### src/rtl/display_pkg.sv
// display_pkg: shared display constants, fade FSM encoding and clog2 helper
package display_pkg;
  localparam logic [1:0] FS_IDLE = 2'd0;
  localparam logic [1:0] FS_OUT = 2'd1;
  localparam logic [1:0] FS_HOLD = 2'd2;
  localparam logic [1:0] FS_IN = 2'd3;
  localparam logic [1:0] FADE_BLACK = 2'd3;
  localparam logic [2:0] TITLE = 3'd0;
  localparam logic [2:0] STAGE = 3'd1;
  localparam logic [2:0] PAUSE = 3'd2;
  localparam logic [2:0] CLEAR = 3'd3;
  localparam logic [2:0] FAIL = 3'd4;
  function automatic int clog2(input int n);
    int r;
    r = 0;
    while ((1 << r) < n) r = r + 1;
    return (r < 1) ? 1 : r;
  endfunction
endpackage

### src/rtl/prio_enc.sv
// prio_enc: lowest-index-first priority encoder
module prio_enc #(
  parameter int N = 6,
  parameter int W = 3
) (
  input  logic [N-1:0] req,
  output logic [W-1:0] idx,
  output logic         any
);
  always_comb begin
    idx = '0;
    for (int i = N - 1; i >= 0; i--) if (req[i]) idx = W'(i);
  end
  assign any = |req;
endmodule

### src/rtl/layer_compositor.sv
// layer_compositor: priority layer mux with enable, frame blink and fade FSM, 2-cycle latency
module layer_compositor
  import display_pkg::*;
#(
  parameter int NUM_LAYERS = 6,
  parameter int ADDR_W = 17,
  parameter int BLINK_FRAMES = 8,
  parameter int FADE_FRAMES = 4,
  localparam int SEL_W = clog2(NUM_LAYERS)
) (
  input  logic                         clk,
  input  logic                         rst,
  input  logic [9:0]                   h_cnt,
  input  logic [9:0]                   v_cnt,
  input  logic [NUM_LAYERS-1:0]        layer_hit,
  input  logic [NUM_LAYERS*ADDR_W-1:0] layer_addr,
  input  logic [NUM_LAYERS-1:0]        layer_en,
  input  logic [NUM_LAYERS-1:0]        layer_blink,
  input  logic                         fade_req,
  input  logic                         fade_release,
  output logic [ADDR_W-1:0]            pixel_addr,
  output logic                         notBlank,
  output logic [SEL_W-1:0]             layer_sel,
  output logic [1:0]                   fade_level,
  output logic                         fade_black,
  output logic                         fade_busy
);
  localparam logic [7:0] BL = 8'(BLINK_FRAMES - 1);
  localparam logic [7:0] FL = 8'(FADE_FRAMES - 1);
  logic at0, at0_q, tick, bwrap, step, any, bph_q, bph_d, black_q, black_d, nb_q;
  logic [7:0] bcnt_q, bcnt_d, fcnt_q, fcnt_d;
  logic [1:0] state_q, state_d, lvl_q, lvl_d;
  logic [NUM_LAYERS-1:0] eff_q;
  logic [NUM_LAYERS*ADDR_W-1:0] addr_q;
  logic [ADDR_W-1:0] pix_q;
  logic [SEL_W-1:0] idx, sel_q;
  assign at0 = (h_cnt == 10'd0) && (v_cnt == 10'd0);
  assign tick = at0 & ~at0_q;
  always_comb begin
    bwrap = tick && (bcnt_q == BL);
    bcnt_d = bwrap ? 8'd0 : tick ? bcnt_q + 8'd1 : bcnt_q;
    bph_d = bwrap ? ~bph_q : bph_q;
  end
  always_comb begin
    state_d = state_q;
    lvl_d = lvl_q;
    fcnt_d = fcnt_q;
    black_d = 1'b0;
    step = tick && (fcnt_q == FL);
    case (state_q)
      FS_IDLE: if (fade_req) begin
        state_d = FS_OUT;
        fcnt_d = 8'd0;
      end
      FS_OUT: if (tick) begin
        fcnt_d = step ? 8'd0 : fcnt_q + 8'd1;
        lvl_d = step ? lvl_q + 2'd1 : lvl_q;
        if (step && lvl_q == FADE_BLACK - 2'd1) begin
          state_d = FS_HOLD;
          black_d = 1'b1;
        end
      end
      FS_HOLD: if (fade_release) begin
        state_d = FS_IN;
        fcnt_d = 8'd0;
      end
      default: if (tick) begin
        fcnt_d = step ? 8'd0 : fcnt_q + 8'd1;
        lvl_d = step ? lvl_q - 2'd1 : lvl_q;
        if (step && lvl_q == 2'd1) state_d = FS_IDLE;
      end
    endcase
  end
  prio_enc #(.N(NUM_LAYERS), .W(SEL_W)) u_enc (.req(eff_q), .idx(idx), .any(any));
  // notBlank is masked with the level that appears on fade_level in the same cycle
  always_ff @(posedge clk) begin
    if (rst) begin
      at0_q <= 1'b0;
      bcnt_q <= 8'd0;
      bph_q <= 1'b1;
      state_q <= FS_IDLE;
      lvl_q <= 2'd0;
      fcnt_q <= 8'd0;
      black_q <= 1'b0;
      eff_q <= '0;
      addr_q <= '0;
      pix_q <= '0;
      sel_q <= '0;
      nb_q <= 1'b0;
    end else begin
      at0_q <= at0;
      bcnt_q <= bcnt_d;
      bph_q <= bph_d;
      state_q <= state_d;
      lvl_q <= lvl_d;
      fcnt_q <= fcnt_d;
      black_q <= black_d;
      eff_q <= layer_hit & layer_en & (~layer_blink | {NUM_LAYERS{bph_q}});
      addr_q <= layer_addr;
      pix_q <= any ? addr_q[int'(idx)*ADDR_W +: ADDR_W] : '0;
      sel_q <= idx;
      nb_q <= any && (lvl_d != FADE_BLACK);
    end
  end
  assign pixel_addr = pix_q;
  assign layer_sel = sel_q;
  assign notBlank = nb_q;
  assign fade_level = lvl_q;
  assign fade_black = black_q;
  assign fade_busy = (state_q != FS_IDLE);
endmodule

### config.mk
export PLATFORM = sky130hd
export DESIGN_NAME = layer_compositor
export DESIGN_NICKNAME = d
export VERILOG_FILES = /design/src/rtl/display_pkg.sv /design/src/rtl/prio_enc.sv /design/src/rtl/layer_compositor.sv
export SDC_FILE = /design/constraint.sdc
export NUM_CORES = 1
export LEC_CHECK = 0
export CELL_PAD_IN_SITES_DETAIL_PLACEMENT = 1
export CELL_PAD_IN_SITES_GLOBAL_PLACEMENT = 2
export CORE_MARGIN = 2
export CORE_UTILIZATION = 31
export CTS_CLUSTER_SIZE = 24
export DETAILED_ROUTE_END_ITERATION = 10
export GPL_TIMING_DRIVEN = 0
export PLACE_DENSITY_LB_ADDON = 0.1
export SYNTH_ARGS = -nofsm -noshare
export SYNTH_HDL_FRONTEND = slang
export SYNTH_HIERARCHICAL = 1
export SYNTH_SLANG_ARGS = --single-unit
### constraint.sdc
create_clock -name clk -period 5.2 [get_ports clk]
set_input_delay 0.78 -clock clk [delete_from_list [all_inputs] [get_ports clk]]
set_output_delay 0.78 -clock clk [all_outputs]
set_load 0.01 [all_outputs]
==> impl_results.rst <==
.. list-table::
   :header-rows: 1

   * - Metric
     - Value
   * - Hold violation count in the final report
     - 0
   * - Post-synthesis area per instance
     - 11.0 um^2
   * - Area share of the largest cell type after synthesis
     - 54.8%
   * - Antenna fix cells
     - 0
   * - Peak ir drop on the vdd network
     - 235 uV
   * - Most frequent cells in the layout
     - clkdlybuf4s50_1, dfxtp_1, nor2b_1
   * - Area leader, netlist
     - dfxtp_1
   * - Fin. max-slew vios
     - 0
   * - Clock tree from TritonCTS
     - built
   * - Most common cell after layout, fill and taps aside
     - clkdlybuf4s50_1
   * - Worst setup slack before clock tree synthesis
     - 1.86 ns
   * - Routed wirelength normalized by instance count
     - 17.0 um
   * - Placed cell count
     - 899
   * - Area fraction in compound gates after synthesis
     - 5.99%
   * - Worst Path Arrival
     - 3.35 ns
   * - Postcts setup bufs
     - 0
   * - DR pass1 iterations
     - 4
   * - Max-capacitance violation count
     - 0
   * - Fraction of the yosys area taken by sequential cells
     - 54.8%
   * - Data required time of the worst path
     - 5.50 ns
   * - Buffering stage count on the worst path with inverters included
     - 3
   * - Drt via density
     - 4.61
   * - Std-Cell Rows
     - 48
   * - Number of clock sinks seen by CTS
     - 152
   * - Number of synthesized register bits
     - 152
   * - Static leakage
     - 0.00300 uW
   * - Xor-xnor portion of the synthesized cell area
     - 1.10%
   * - Sequential cell fraction of total power
     - 40.9%
   * - Worst-path fanout max
     - 10
   * - Sw power
     - 758 uW
   * - Hold Path Class
     - reg -> reg
   * - Critical Path Sink Type
     - flip-flop
   * - Gate Count Post-Synth
     - 507
   * - Run status
     - finished, final reports clean
   * - Wirelength, routed
     - 15.8 mm
   * - Post-CTS sizing
     - 0
   * - Cts-stage hold buffer count
     - 0
   * - Critical Path Slowest Stage Cell
     - clkbuf_1
   * - Clock latency at the later pin of the worst-skew pair
     - 0.43 ns
   * - Combinational group share of total power
     - 16.4%
   * - Number of antenna violations at the first check in global routing
     - 1
   * - Setup repair after global routing missed its margin
     - false
   * - Number of global-route vias before repair
     - 4,569
   * - CTS Root Cell
     - clkbuf_16
   * - Number of nets produced by synthesis
     - 659
   * - IO Count
     - 169
   * - Crit Path Class
     - reg -> reg
   * - Worst Skew
     - 0.00837 ns
   * - Largest net degree at the start of global routing
     - 17
   * - Number of different library cells in the post-synthesis netlist
     - 42
   * - Fraction of the cycle the final worst path needs
     - 58.7%
   * - Post-Route Hold Slack
     - 0.482 ns
   * - Starting Density
     - 31.9%
   * - Finished Core Util
     - 46.7%
   * - Multiplexer fraction of the synthesized cell area
     - 11.1%
   * - Relative slew slack
     - 39.8%
   * - Power density normalized to cell area
     - 376 nW/um^2
   * - Maximum clock path buffer count
     - 2
   * - Last weighted congestion value of the routability-driven placer
     - 0.817
   * - Non-filler cells, final
     - 931
   * - Post-CTS clock slew at the launch and capture registers of the worst setup and hold paths
     - 0.06 ns
   * - Maximum operating frequency
     - 328 MHz
   * - Die span in x
     - 138 um
   * - Most common cell on crit path
     - clkbuf_1
   * - First-pass GRT wire length
     - 24.3 mm
   * - Residual DRC
     - 0
   * - Total number of vias
     - 4,293
   * - Area growth from synthesis to layout
     - 46.4%
   * - Post-route setup TNS
     - 0 ns
   * - Adder-cell share of the synthesized area
     - 1.80%
   * - Cells taking the most area after synthesis
     - dfxtp_1, nor2b_1, mux4_2, mux2_2, nor2_1
   * - GRT Resource Usage Total
     - 17.3%
   * - Pint
     - 2300 uW
   * - Total gr overflow
     - 0
   * - Final setup slack of the worst path
     - 2.15 ns
   * - CTS Buf Count
     - 17
   * - Cell area after technology mapping
     - 5560 um^2
   * - Post-layout minimum cycle time
     - 3.05 ns
   * - Number of nets still failing antenna checks after routing
     - 0
   * - Ordered cell list for the critical path
     - nand2b_1 -> a221oi_1 -> clkbuf_1 -> clkbuf_1 -> clkbuf_1 -> mux2_2 -> a22oi_1 -> nor2_1
   * - Port-buffer cells
     - 167
   * - Count of endpoints failing setup in the final report
     - 0
   * - Clock group share of total power
     - 42.7%
   * - Basic-gate share of the synthesized area counting and, or, nand and nor cells
     - 22.5%
   * - Count of yosys warnings during synthesis
     - 6
   * - Startpoint Class
     - flip-flop
   * - Worst-margin pin slew
     - 0.902 ns
   * - Detailed router's first-iteration violation count
     - 84
   * - H-tree level count
     - 4
   * - Combinational family with the most area after synthesis
     - simple AND/OR/NAND/NOR gates
   * - Die Height
     - 138 um
   * - Most used DFF post-synth
     - dfxtp_1
   * - Fraction of final layout cells with drive strength greater than 1
     - 11.0%
   * - Category of cells accounting for the largest share of critical-path delay
     - buffers and inverters
   * - Area of the die
     - 19,000 um^2
   * - Delay of the slowest critical-path stage
     - 0.55 ns
   * - Number of synthesized flops with an enable pin
     - 0
   * - Final net count
     - 845
   * - Post-synth ARST share
     - 0%
   * - Floorplan core area
     - 17,400 um^2
   * - HPWL reported at the end of detailed placement
     - 11.9 mm
   * - Switching power share of the total
     - 24.8%
==> per-stage QoR <==
stage                     instance area [um^2]  power (uW)
after floorplan                           5560        1550
after global placement                    7510        1770
after detailed placement                  7510        1780
after CTS                                 8140        3100
after global routing                      8140        3190
final                                     8140        3060
==> sequential cells by signal, indices dropped and copies added (netlist names) <==
signal,cells
fade_level,2
bcnt_q,8
eff_q,6
fade_black,1
bph_q,1
addr_q,102
notBlank,1
pixel_addr,17
fcnt_q,8
layer_sel,3
at0_q,1
state_q,2
==> area by class of cell <==
cell class,instances,area [um^2]
fillers,1894,9280
flip-flops and latches,152,3040
multi-input cells,319,2360
repair buffers,167,1670
clock buffers,18,429
well taps,225,282
clock inverters,14,198
plain buffers,27,116
inverters,9,33.8
==> synth_stat cells, drive strengths merged, types with 3 or more instances <==
cell and count:
and3 3, nor4 8, dfxtp 152, o21ai 5, nor2b 116, mux2 18, mux2i 3, o31ai 3
xnor2 6, or4 7, nand4 3, inv 9, nor3 14, a21oi 9, nand2 11, ha 8
nand3 5, a22oi 17, buf 5, clkbuf 22, mux4 17, or3 5, nor2 40
==> logic make-up after synthesis <==
kind of cell             Yosys count
AO/OA/AOI/OAI                     46
XOR/XNOR                           7
adder cells (fa/ha/maj)            8
buffers and inverters             36
flip-flops                       152
multiplexers                      38
AND/OR/NAND/NOR                  220
==> worst register-to-register path, cell delays in order, from the launching register on <==
cell and delay, ns:
dfxtp_1 0.32, nand2b_1 0.14, a221oi_1 0.23, clkbuf_1 0.53, clkbuf_1 0.56, clkbuf_1 0.54, mux2_2 0.41, a22oi_1 0.15
nor2_1 0.07
==> final timing paths <==
path | cells after the start | startpoint | slack, ns | end
setup reg to reg | 8 | eff_q[4]$_SDFF_PP0_ | 2.15 | pixel_addr[11]$_SDFF_PP0_
setup / recovery | 8 | eff_q[4]$_SDFF_PP0_ | 2.15 | pixel_addr[11]$_SDFF_PP0_
hold / removal | 2 | fcnt_q[7]$_SDFFE_PP0P_ | 0.48 | fcnt_q[7]$_SDFFE_PP0P_
hold reg to reg | 2 | fcnt_q[7]$_SDFFE_PP0P_ | 0.48 | fcnt_q[7]$_SDFFE_PP0P_
==> power groups by stage <==
stage / clock (uW) / sequential [uW] / combinational, uW
2_1_floorplan: 0 / 1280 / 277
3_3_place_gp: 0 / 1270 / 491
3_5_place_dp: 0 / 1280 / 504
4_1_cts: 1340 / 1250 / 509
5_1_grt: 1380 / 1260 / 548
6_report: 1310 / 1250 / 501
==> per-layer routing <==
metal / GRT usage, % / part of all wire (%) / vias to the layer above
li1: - / - / 2116
met1: 20.9 / 44 / 2049
met2: 29.9 / 49 / 113
met3: 4.09 / 6.1 / 15
met4: 6.12 / 1.2 / 0
met5: 0 / 0 / -
Note: power is estimated with default switching activity, not from simulation.
==> patch 1: new RTL, same flow settings <==
Make the reset (`rst`) asynchronous in one clocked block.
--- a/src/rtl/layer_compositor.sv
+++ b/src/rtl/layer_compositor.sv
@@ -75,3 +75,3 @@
   // notBlank is masked with the level that appears on fade_level in the same cycle
-  always_ff @(posedge clk) begin
+  always_ff @(posedge clk or posedge rst) begin
     if (rst) begin
Behaviour: differs if rst is asserted again (counterexample within 4 cycles, from zero or initial values and one cycle with rst high); with rst held inactive, the same outputs for 10 cycles.
==> patch 1 against the original RTL <==
Critical path depth fell by 2; sequential cell count did not move; sequential share of layout area up 8.7 points; wire length shrank 7.4%; area after synthesis rose by 2.3%; worst setup slack improved by 0.24 ns; final area increased by 1.6%; clock skew hardly changed; synthesized cell count shrank 21%; count of clock-buffer cells in the layout increased by 2; utilization fell by 0.72 points; sequential power grew 3%; total power down 1.1%; critical path type is now in -> reg; critical endpoint is now fcnt_q[2]; largest cell class unchanged; highest routed layer unchanged.
==> patch 1: results <==
group,metric,value,unit
timing,worst_pin_slew,0.823,ns
yosys,synth.top_cells.by_area,"dfrtp_1, mux4_2, mux2i_1",
yosys,synthArstFlopShare,100,%
worst_setup_path,crit_family,"simple AND/OR/NAND/NOR gates",
yosys,synthCells,403,
global_routing,grt_use_total,15.9,%
run_status,outcome,"finished clean",
yosys,syn_nets,555,
global_routing,grt_pass1_wl,23700,um
power_and_ir_drop,power_density,367,mW/mm^2
drt,drtIter0Drc,122,
placed_design,dp_slack,1.91,ns
global_routing,grt_pass1_vias,4399,
placed_design,port_buffers,168,
final_layout,fin_cells,833,
placed_design,dp_hpwl,10600,um
final_layout,final_nets,743,
power_and_ir_drop,p_clk_share,39.8,%
power_and_ir_drop,p_int,2.24,mW
yosys,synthFlopType,"dfrtp_1",
worst_setup_path,crit_fanout,6,
placed_design,gp_congestion,0.757,
worst_setup_path,ff2ff_path_depth,7,
placed_design,placedInstanceArea,0.00768,mm^2
drt,wl_per_cell,17.6,um
worst_setup_path,worst_path_max_delay_cell,"nor4_2",
-- patch 1: cell count changes in the layout (fill, tap and decap cells not counted), sizes merged, moves of 8 or more --
cell    before  now
a22oi       17    0
dfrtp        0  151
nor3        14    6
nand2       11   20
o22ai        0   18
nor2        40   12
mux2        18    2
inv         11   32
nor2b      116    1
and2         0   19
mux2i        3   18
dfxtp      152    0
clkbuf      40   27
-- patch 1: layout make-up --
class                      instances  area, um^2
buffer                            14        66.3
clock buffer                      20         467
clock inverter                    12         114
fill                            1840        9700
inverter                          28         110
multi-input combinational        209        1700
sequential                       152        3800
tap                              229         287
timing repair buffer             169        1710
-- patch 1: logic make-up (layout without fill, tap and decap cells) --
| logic type | Yosys count | in the layout | synth area share [%] |
|---|---|---|---|
| flip-flops | 152 | 152 | 67.0 |
| AND/OR/NAND/NOR | 102 | 102 | 10.7 |
| AO/OA/AOI/OAI | 56 | 56 | 6.26 |
| buffers and inverters | 42 | 243 | 3.02 |
| multiplexers | 37 | 37 | 10.3 |
| adder cells (fa/ha/maj) | 8 | 8 | 1.76 |
| XOR/XNOR | 6 | 6 | 0.925 |
-- patch 1: routing by layer --
metal  vias to the layer above  GRT usage [%]  part of all wire [%]
li1                       1799              -                     -
met1                      1985           19.5                    42
met2                        98           27.7                    52
met3                        12           4.40                   5.0
met4                         0           4.31                   1.0
met5                         -              0                     0
-- patch 1: path summary, 6_finish.rpt --
kind | startpoint | to | slack, ns
worst max-delay path | v_cnt[0] | fcnt_q[2] | 2.39
worst min-delay path | bcnt_q[7] | bcnt_q[7] | 0.47
worst max register to register | eff_q[1] | pixel_addr[14] | 2.44
worst min register to register | bcnt_q[7] | bcnt_q[7] | 0.47
max in group asynchronous | rst | addr_q[31] | 3.56
min in group asynchronous | rst | addr_q[34] | 0.81
==> patch 2: new RTL, same settings <==
Without the edit above. Set the parameter `ADDR_W` to 13 (it was 17).
--- a/src/rtl/layer_compositor.sv
+++ b/src/rtl/layer_compositor.sv
@@ -5,3 +5,3 @@
   parameter int NUM_LAYERS = 6,
-  parameter int ADDR_W = 17,
+  parameter int ADDR_W = 13,
   parameter int BLINK_FRAMES = 8,
Ports: changed (resized layer_addr and pixel_addr); port bits go from 169 to 141. The function was not compared with the original's and may differ.
==> patch 2 against the original RTL <==
Clock power up 7%; die area is 16% lower; non-clock buffer count fell by 34; area after synthesis shrank 16%; final area down 14%; wire length fell by 17%; fmax shrank 9.6%; clock skew rose by 0.0023 ns; via count is 14% lower; utilization is 1.2 points higher; worst setup slack lost 0.32 ns; sequential cell count down 28; total power is 6.0% lower; combinational power shrank 9.4%; largest power group unchanged.
==> patch 2: results <==
group,metric,value,unit
final_layout,final_core_util,47.9,%
yosys,yosys-top-cells-count,"dfxtp_1, nor2b_1, nor2_1",
power_and_ir_drop,leakage,2.58,nW
final_layout,seq_share,35.5,%
yosys,synth_warnings,6,
global_routing,grt_max_degree,17,
worst_setup_path,critical_path_arrival,3.65,ns
yosys,seq_area_frac_synth,53.4,%
global_routing,grtUsageMet3,5.44,%
placed_design,port_buffers,139,
final_layout,design.seq.count,124,
final_layout,multi_input_comb_cells,282,
final_layout,num_antenna_cells,0,
global_routing,use_met1,22.0,%
timing,fin_ws,1.82,ns
clock_network,cts_root_buf,"clkbuf_16",
worst_setup_path,crit_family,"buffers and inverters",
final_layout,largest_reg_flops,78,
yosys,synthCells,436,
drt,drtIter0Drc,149,
worst_setup_path,ff2ff_path_depth,8,
placed_design,gp_congestion,0.796,
final_layout,buffers,160,
final_layout,largest-register,"addr_q",
global_routing,grt_pass1_wl,21000,um
power_and_ir_drop,ir_drop,0.000235,V
final_layout,final_nets,722,
worst_setup_path,max_stage_delay,0.66,ns
final_layout,clockNetworkAreaShare,10.2,%
placed_design,dp_hpwl,9670,um
worst_setup_path,r2r_setup_slack,1.82,ns
final_layout,fin_cells,791,
timing,whs,0.482,ns
run_status,outcome,"finished clean",
yosys,synth.top_cells.by_area,"dfxtp_1, nor2b_1, mux4_2",
global_routing,grt_use_total,17.3,%
drt,drt_wl_total,13200,um
final_layout,drive_above_1_share,10.9,%
placed_design,dp_slack,1.69,ns
timing,worst_pin_slew,1.03,ns
power_and_ir_drop,p_sw,0.658,mW
final_layout,clkbuf_count,23,
drt,vias,3675,
floorplan,rows,44,
final_layout,multiInputGateArea,0.00204,mm^2
yosys,syn_nets,564,
final_layout,nonClkBufAreaFrac,21.3,%
timing,skew,0.0107,ns
global_routing,grt_pass1_vias,3977,
global_routing,grt.met2_usage,27.9,%
placed_design,placedInstanceArea,0.00627,mm^2
placed_design,dp.cells,759,
clock_network,cts_setup_buffers,0,
final_layout,fillers,1596,
[patch 2: routing by layer]
| layer | routed length, um | vias to the layer above |
|---|---|---|
| met3 | 697 | 14 |
| met1 | 5880 | 1738 |
| met2 | 6430 | 96 |
| met5 | 0 | - |
| met4 | 179 | 0 |
| li1 | - | 1827 |
[patch 2: power groups by stage]
stage	sequential (mW)	combinational, mW	clock [mW]
6_report	1.02	0.454	1.40
3_3_place_gp	1.04	0.447	0
5_1_grt	1.03	0.502	1.47
3_5_place_dp	1.05	0.458	0
2_1_floorplan	1.04	0.259	0
4_1_cts	1.03	0.461	1.43
[patch 2: cells by family (layout without fill, tap and decap cells)]
kind of cell / Yosys count / in the layout / share of synthesized area [%]
XOR/XNOR: 7 / 7 / 1.32
flip-flops: 124 / 124 / 53.4
buffers and inverters: 30 / 201 / 2.74
AND/OR/NAND/NOR: 194 / 194 / 23.5
AO/OA/AOI/OAI: 42 / 42 / 6.30
adder cells (fa/ha/maj): 8 / 8 / 2.15
multiplexers: 31 / 31 / 10.5
[patch 2: worst reg2reg max path, stage by stage (launching register included)]
cell and delay [ns]:
dfxtp_1 0.32, nand2b_1 0.14, a221oi_1 0.27, clkbuf_1 0.66
buf_1 0.66, clkbuf_1 0.57, mux2_2 0.41, a22oi_1 0.15
nor2_1 0.07
[patch 2: worst paths after layout]
kind	startpoint	endpoint
worst max-delay path	eff_q[4]	pixel_addr[10]
worst min register to register	fcnt_q[7]	fcnt_q[7]
worst min-delay path	fcnt_q[7]	fcnt_q[7]
worst max register to register	eff_q[4]	pixel_addr[10]
